File: config.mk
export PLATFORM = sky130hd
export DESIGN_NAME = role_quiesce_ctrl
export DESIGN_NICKNAME = d
export VERILOG_FILES = /design/src/rtl/role_quiesce_ctrl.sv
export SDC_FILE = /design/constraint.sdc
export NUM_CORES = 1
export LEC_CHECK = 0
export ABC_AREA = 0
export CAP_MARGIN = 20
export CORE_UTILIZATION = 40
export CTS_BUF_LIST = sky130_fd_sc_hd__clkbuf_16
export CTS_CLUSTER_DIAMETER = 30
export CTS_CLUSTER_SIZE = 16
export DETAILED_ROUTE_END_ITERATION = 10
export DONT_BUFFER_PORTS = 1
export GPL_TIMING_DRIVEN = 1
export PLACE_DENSITY = 0.56
export SLEW_MARGIN = 0
export SYNTH_ARGS = -nofsm -noshare
export SYNTH_HDL_FRONTEND = slang
export SYNTH_SLANG_ARGS = --single-unit
File: constraint.sdc
create_clock -name aclk -period 3.2 [get_ports aclk]
set_clock_uncertainty 0.2 [all_clocks]
set_input_delay 0.64 -clock aclk [delete_from_list [all_inputs] [get_ports aclk]]
set_output_delay 0.64 -clock aclk [all_outputs]
set_load 0.02 [all_outputs]
File: src/rtl/role_quiesce_ctrl.sv
// Role quiesce controller: tracks outstanding AXI transactions on the role
// memory master and DMA slave, gates new address issue, drains (or times out),
// then isolates the role and holds it in reset. Release runs the reverse path.
module role_quiesce_ctrl #(
  parameter int OUTST_W    = 4,
  parameter int TIMEOUT    = 4096,
  parameter int RST_CYCLES = 16
) (
  input  logic aclk,
  input  logic areset,
  input  logic quiesce_req,
  input  logic mem_aw_hs,
  input  logic mem_ar_hs,
  input  logic mem_b_hs,
  input  logic mem_rlast_hs,
  input  logic dma_aw_hs,
  input  logic dma_ar_hs,
  input  logic dma_b_hs,
  input  logic dma_rlast_hs,
  output logic block_addr,
  output logic decouple,
  output logic role_resetn,
  output logic quiesced,
  output logic timeout_err,
  output logic cnt_err
);

  localparam int NCNT = 4;  // mem_wr, mem_rd, dma_wr, dma_rd
  localparam int TMAX = (TIMEOUT > RST_CYCLES) ? TIMEOUT : RST_CYCLES;
  localparam int TW   = (TMAX > 2) ? $clog2(TMAX) : 1;

  typedef enum logic [2:0] {
    S_INIT, S_RUN, S_BLOCK, S_ISO, S_RST, S_HOLD, S_REL
  } state_t;

  state_t                        state;
  logic [TW-1:0]                 timer;
  logic [NCNT-1:0]               inc, dec, dec_err;
  logic [NCNT-1:0][OUTST_W-1:0]  cnt, cnt_nxt;
  logic                          cnt_en, cnt_clr, idle, err_clr;

  assign inc = {dma_ar_hs,    dma_aw_hs, mem_ar_hs,    mem_aw_hs};
  assign dec = {dma_rlast_hs, dma_b_hs,  mem_rlast_hs, mem_b_hs};

  // Decoupler terminates the channels while isolated, so handshakes then are not real traffic.
  assign cnt_en  = !decouple;
  // Role is in reset: nothing can be outstanding.
  assign cnt_clr = (state == S_INIT) || (state == S_RST);
  // Live compare on current counts so drain completion is seen without an extra cycle.
  assign idle    = (cnt == '0);
  assign err_clr = (state == S_RUN) && quiesce_req;

  // Per-counter saturating up/down with underflow detect.
  for (genvar gi = 0; gi < NCNT; gi++) begin : g_cnt
    logic up, dn;
    assign up = cnt_en && inc[gi] && !dec[gi];
    assign dn = cnt_en && dec[gi] && !inc[gi];
    assign cnt_nxt[gi] = (up && cnt[gi] != '1) ? cnt[gi] + OUTST_W'(1) :
                         (dn && cnt[gi] != '0) ? cnt[gi] - OUTST_W'(1) :
                                                 cnt[gi];
    assign dec_err[gi] = dn && (cnt[gi] == '0);
  end

  // Outstanding counter state.
  always_ff @(posedge aclk or posedge areset) begin
    if (areset)       cnt <= '0;
    else if (cnt_clr) cnt <= '0;
    else              cnt <= cnt_nxt;
  end

  // Sticky underflow flag, cleared when a new quiesce starts.
  always_ff @(posedge aclk or posedge areset) begin
    if (areset) cnt_err <= 1'b0;
    else        cnt_err <= (cnt_err && !err_clr) || (|dec_err);
  end

  // Sequencer; outputs are registered alongside the state they belong to.
  always_ff @(posedge aclk or posedge areset) begin
    if (areset) begin
      state       <= S_INIT;
      timer       <= '0;
      block_addr  <= 1'b0;
      decouple    <= 1'b0;
      role_resetn <= 1'b0;
      quiesced    <= 1'b0;
      timeout_err <= 1'b0;
    end else begin
      case (state)
        S_INIT: begin
          decouple    <= 1'b1;
          role_resetn <= 1'b0;
          if (timer == TW'(RST_CYCLES - 1)) begin
            state       <= S_REL;
            timer       <= '0;
            block_addr  <= 1'b1;
            role_resetn <= 1'b1;
          end else begin
            timer <= timer + TW'(1);
          end
        end
        S_RUN: begin
          block_addr  <= 1'b0;
          decouple    <= 1'b0;
          role_resetn <= 1'b1;
          if (quiesce_req) begin
            state       <= S_BLOCK;
            timer       <= '0;
            block_addr  <= 1'b1;
            timeout_err <= 1'b0;
          end
        end
        S_BLOCK: begin
          // Abort wins: requester changed its mind before isolation.
          if (!quiesce_req) begin
            state      <= S_RUN;
            block_addr <= 1'b0;
          end else if (idle) begin
            state    <= S_ISO;
            decouple <= 1'b1;
          end else if (timer == TW'(TIMEOUT - 1)) begin
            state       <= S_ISO;
            decouple    <= 1'b1;
            timeout_err <= 1'b1;
          end else begin
            timer <= timer + TW'(1);
          end
        end
        S_ISO: begin
          state       <= S_RST;
          timer       <= '0;
          role_resetn <= 1'b0;
        end
        S_RST: begin
          if (timer == TW'(RST_CYCLES - 1)) begin
            state    <= S_HOLD;
            quiesced <= 1'b1;
          end else begin
            timer <= timer + TW'(1);
          end
        end
        S_HOLD: begin
          if (!quiesce_req) begin
            state       <= S_REL;
            timer       <= '0;
            quiesced    <= 1'b0;
            role_resetn <= 1'b1;
          end
        end
        S_REL: begin
          // Role leaves reset still isolated for two cycles before traffic opens.
          if (timer == TW'(1)) begin
            state      <= S_RUN;
            block_addr <= 1'b0;
            decouple   <= 1'b0;
          end else begin
            timer <= timer + TW'(1);
          end
        end
        default: begin
          state <= S_INIT;
          timer <= '0;
        end
      endcase
    end
  end

endmodule

==> qor.csv <==
stage;metric;value;unit
outcome;status;complete, but fails checks;
outcome;violated_checks;design-rule violations;
synth;yosys-top-cells-area;sky130_fd_sc_hd__dfrtp_1 (35%), sky130_fd_sc_hd__ha_1 (4.7%), sky130_fd_sc_hd__inv_1 (3.8%);
global_route;grt_antenna_before_repair;0;
cts;cts_tree;yes;
sta;min_period;2.58;ns
cts;postCtsHoldBufs;0;
cts;postCtsResizedCells;0;
sta;timing.final.hold_violations;0;
global_route;globalRouteOverflowTotal;0;
cells_and_area;finalInstanceArea;2920;sq um
worst_setup_path;timing.critical_path.arrival;2.54;ns
global_route;grt_pass1_vias;2276;
hold_path;worst_hold_path_type;primary input to async pin;
die;io_pins;17;
worst_setup_path;critical_path.reg2reg.endpoint;cnt[11];
sta;number_of_failing_setup_endpoints_in_the_final_timing_report;0;
synth;register_bit_total_from_synthesis;37;
place;detailed_place_hpwl;4290;um
routing;detail_route.drc_violations;6;
cells_and_area;fillerInstances;627;
routing;detailedRoute.firstIterationViolations;110;
worst_setup_path;crit_path_max_fanout;7;
pwr;power_switching_share;0.468;
die;die_width;83.9;um
cts;clkLatencyLatePin;0.28;ns
routing;wl_met1;2820;um
sta;slew_violations;0;
pwr;power.leakage;0.00125;uW
cells_and_area;net_total_in_the_final_layout;329;
cts;cts-buffers-inserted;5;
cts;clock_tree_root_driver_cell;sky130_fd_sc_hd__clkbuf_16;
cts;clockBufferDepth;2;
routing;final_antenna_net_count;0;
worst_setup_path;timing.reg2reg.setup_slack;0.62;ns
synth;yosysUniqueCellTypes;61;
pwr;clock_network_fraction_of_design_power;0.152;
cells_and_area;area_delta_synth_final;9.05;%
routing;drt_first_pass_iters;7;
pwr;irDropWorstVdd;645;uV
worst_setup_path;worst_path_max_delay_cell;sky130_fd_sc_hd__dfrtp_1;
die;num_rows;29;
sta;totalNegativeSetupSlack;0;ns
routing;met2_wirelength;2840;um
routing;met3RoutedLength;247;um
cts;clkSinkCount;37;
sta;max-slew-margin-rel;0.620;
synth;postSynth.topFlopCell;sky130_fd_sc_hd__dfrtp_1;
cells_and_area;multi_input_comb_area;1590;sq um
die;floorplan.die_area;7040;sq um
pwr;pwr-share-comb;0.549;
job;cap_viol_max_count;0;
routing;average_detailed_routed_wire_length_per_instance;15.7;um
cells_and_area;final_core_util;0.455;
pwr;power.internal;1710;uW
cts;path_clk_slew;0.06;ns
synth;synth_top_area_cell;sky130_fd_sc_hd__dfrtp_1;
synth;yosysSeqAreaShare;0.345;
place;placer_congestion_estimate;0.789;
cts;post-cts-setup-buffer-count;0;
pwr;power_frac_seq;0.299;
cts;h-tree-depth;2;
pwr;net-switching-power;1500;uW
sta;finalCritPeriodShare;0.805;
sta;fmax;388;MHz
place;placed_area;2780;sq um
global_route;maximum_number_of_pins_on_one_net_before_global_route_repair;38;
routing;postRouteWirelength;5990;um
synth;yosysTopAreaCellShare;0.345;
global_route;gr-usage-all-layers;0.189;
routing;route.vias.total;2251;
synth;synth_enable_flop_cells;0;
routing;top_layer_used;met4;
routing;avgViaCountPerCell;5.89;
worst_setup_path;worst_setup_path_end_kind;flop;
synth;post_synth.cell_area_avg;8.91;sq um
sta;rsz0062_at_grt;false;
worst_setup_path;crit_chain;nor3b_1, nand2_1, ha_1, a21o_1, a21oi_1, xor2_1, a22oi_1, o22ai_1;
die;initial_utilization;0.417;
global_route;first_pass_grt_wire_length;10600;um
worst_setup_path;critical_path_required;3.16;ns
worst_setup_path;worstRegToRegCells;8;
pwr;cellPowerDensity;1100;nW/um^2
die;core_area;6420;sq um
die;dieHeight;83.9;um
synth;synthesis.area;2680;sq um
worst_setup_path;worstSetupPathType;flop to flop;
place;place.port_buffers;0;
sta;tightest_slew;0.562;ns
cells_and_area;area.sequential;926;sq um
cells_and_area;drive_gt1_frac;0.121;
worst_setup_path;worstReg2RegStart;decouple;
worst_setup_path;start_kind;flop;
synth;synth_async_sr_flop_share;1.00;
synth;post_synth_inst_count;301;
cells_and_area;antenna_cells_inserted;0;
worst_setup_path;critical-path-max-stage-delay;0.46;ns
synth;syn_nets;326;
synth;yosys_warnings;0;
## flip-flops by register name, summed over array words and instances (netlist names)
name,cells
block_addr,1
cnt,16
cnt_err,1
decouple,1
quiesced,1
role_resetn,1
state,3
timeout_err,1
timer,12
## cells in the mapped netlist, types with 2 or more instances
master	count
sky130_fd_sc_hd__a211oi_1	4
sky130_fd_sc_hd__dfrtp_1	37
sky130_fd_sc_hd__nand2_1	21
sky130_fd_sc_hd__o22ai_1	3
sky130_fd_sc_hd__nand4_1	8
sky130_fd_sc_hd__or4b_2	2
sky130_fd_sc_hd__nor3b_1	5
sky130_fd_sc_hd__a221oi_1	2
sky130_fd_sc_hd__a41oi_1	3
sky130_fd_sc_hd__xor2_1	7
sky130_fd_sc_hd__nor4_4	2
sky130_fd_sc_hd__o21bai_1	3
sky130_fd_sc_hd__xnor2_1	5
sky130_fd_sc_hd__and3_1	3
sky130_fd_sc_hd__o21ai_1	5
sky130_fd_sc_hd__nor3_1	7
sky130_fd_sc_hd__a21oi_2	2
sky130_fd_sc_hd__clkbuf_1	7
sky130_fd_sc_hd__mux2i_1	3
sky130_fd_sc_hd__a31oi_1	3
sky130_fd_sc_hd__a22oi_2	6
sky130_fd_sc_hd__or3b_1	2
sky130_fd_sc_hd__nor4_1	4
sky130_fd_sc_hd__or3_1	3
sky130_fd_sc_hd__nand2b_1	5
sky130_fd_sc_hd__nand3b_1	4
sky130_fd_sc_hd__ha_1	10
sky130_fd_sc_hd__nor2b_1	3
sky130_fd_sc_hd__buf_2	3
sky130_fd_sc_hd__a21oi_1	13
sky130_fd_sc_hd__a21o_1	4
sky130_fd_sc_hd__nand3_1	14
sky130_fd_sc_hd__a22oi_1	5
sky130_fd_sc_hd__nor2_1	24
sky130_fd_sc_hd__a21boi_0	2
sky130_fd_sc_hd__fa_1	4
sky130_fd_sc_hd__inv_1	27
sky130_fd_sc_hd__o21ai_0	13
## placed cells by master, fill, tap and decap left out, types with 6 or more instances in the layout
master / n
sky130_fd_sc_hd__nor2_1: 24
sky130_fd_sc_hd__xor2_1: 7
sky130_fd_sc_hd__inv_1: 27
sky130_fd_sc_hd__nand3_1: 14
sky130_fd_sc_hd__buf_4: 8
sky130_fd_sc_hd__nand4_1: 8
sky130_fd_sc_hd__a22oi_2: 6
sky130_fd_sc_hd__a21oi_1: 13
sky130_fd_sc_hd__nand2_1: 21
sky130_fd_sc_hd__ha_1: 10
sky130_fd_sc_hd__o21ai_0: 13
sky130_fd_sc_hd__nor3_1: 7
sky130_fd_sc_hd__dfrtp_1: 37
## critical path: cells and delay by family, from the launching register on
kind / cells / cell delay, ns
flops: 1 / 0.46
xor+xnor: 1 / 0.11
fa+ha+maj: 1 / 0.33
compound gates: 4 / 0.70
simple gates: 2 / 0.66
## metal layers
metal  vias up  track usage
met3        12       0.0425
met4         0       0.0690
met5         -            0
met1      1078        0.244
li1       1116            -
met2        45        0.308
## worst max-delay path by stage
stage	slack [ns]	cells after the start	start	endpoint
6_report	0.62	8	decouple	cnt[11]
5_1_grt	0.43	8	decouple	cnt[11]
4_1_cts	0.65	8	decouple	cnt[11]
3_5_place_dp	0.51	8	dma_b_hs	cnt[11]
3_3_place_gp	0.57	8	dma_b_hs	cnt[11]
2_1_floorplan	0.68	9	decouple	cnt[11]
## layout make-up
cell class / instances / area share
multi-input combinational: 224 / 0.545
inverter: 28 / 0.0359
timing repair buffer: 8 / 0.0205
clock inverter: 3 / 0.00599
sequential: 37 / 0.317
clock buffer: 5 / 0.0428
tap: 77 / 0.0329
## power by group through the flow
stage | logic, uW | clock network, uW | registers [uW]
2_1_floorplan | 1450 | 0 | 901
3_3_place_gp | 1750 | 0 | 965
3_5_place_dp | 1780 | 0 | 964
4_1_cts | 1790 | 502 | 957
5_1_grt | 2010 | 520 | 994
6_report | 1770 | 489 | 960
## metrics by stage
stage	total power (uW)	instances	worst slack [ns]	hold slack (ns)
3_3_place_gp	2710	374	0.571	0.359
6_report	3210	382	0.624	0.172
2_1_floorplan	2350	301	0.684	0.327
4_1_cts	3250	382	0.646	0.189
3_5_place_dp	2740	374	0.512	0.363
5_1_grt	3530	382	0.428	0.229
## logic make-up (layout without fill, tap and decap cells)
group           after synthesis  after routing  share of synthesized area
fa+ha+maj                    14             14                     0.0765
flops                        37             37                      0.345
mux                           4              4                     0.0168
compound gates               82             82                      0.228
simple gates                112            112                      0.234
buf+inv                      40             44                     0.0602
xor+xnor                     12             12                     0.0392
Power figures use the tool's default switching activity.
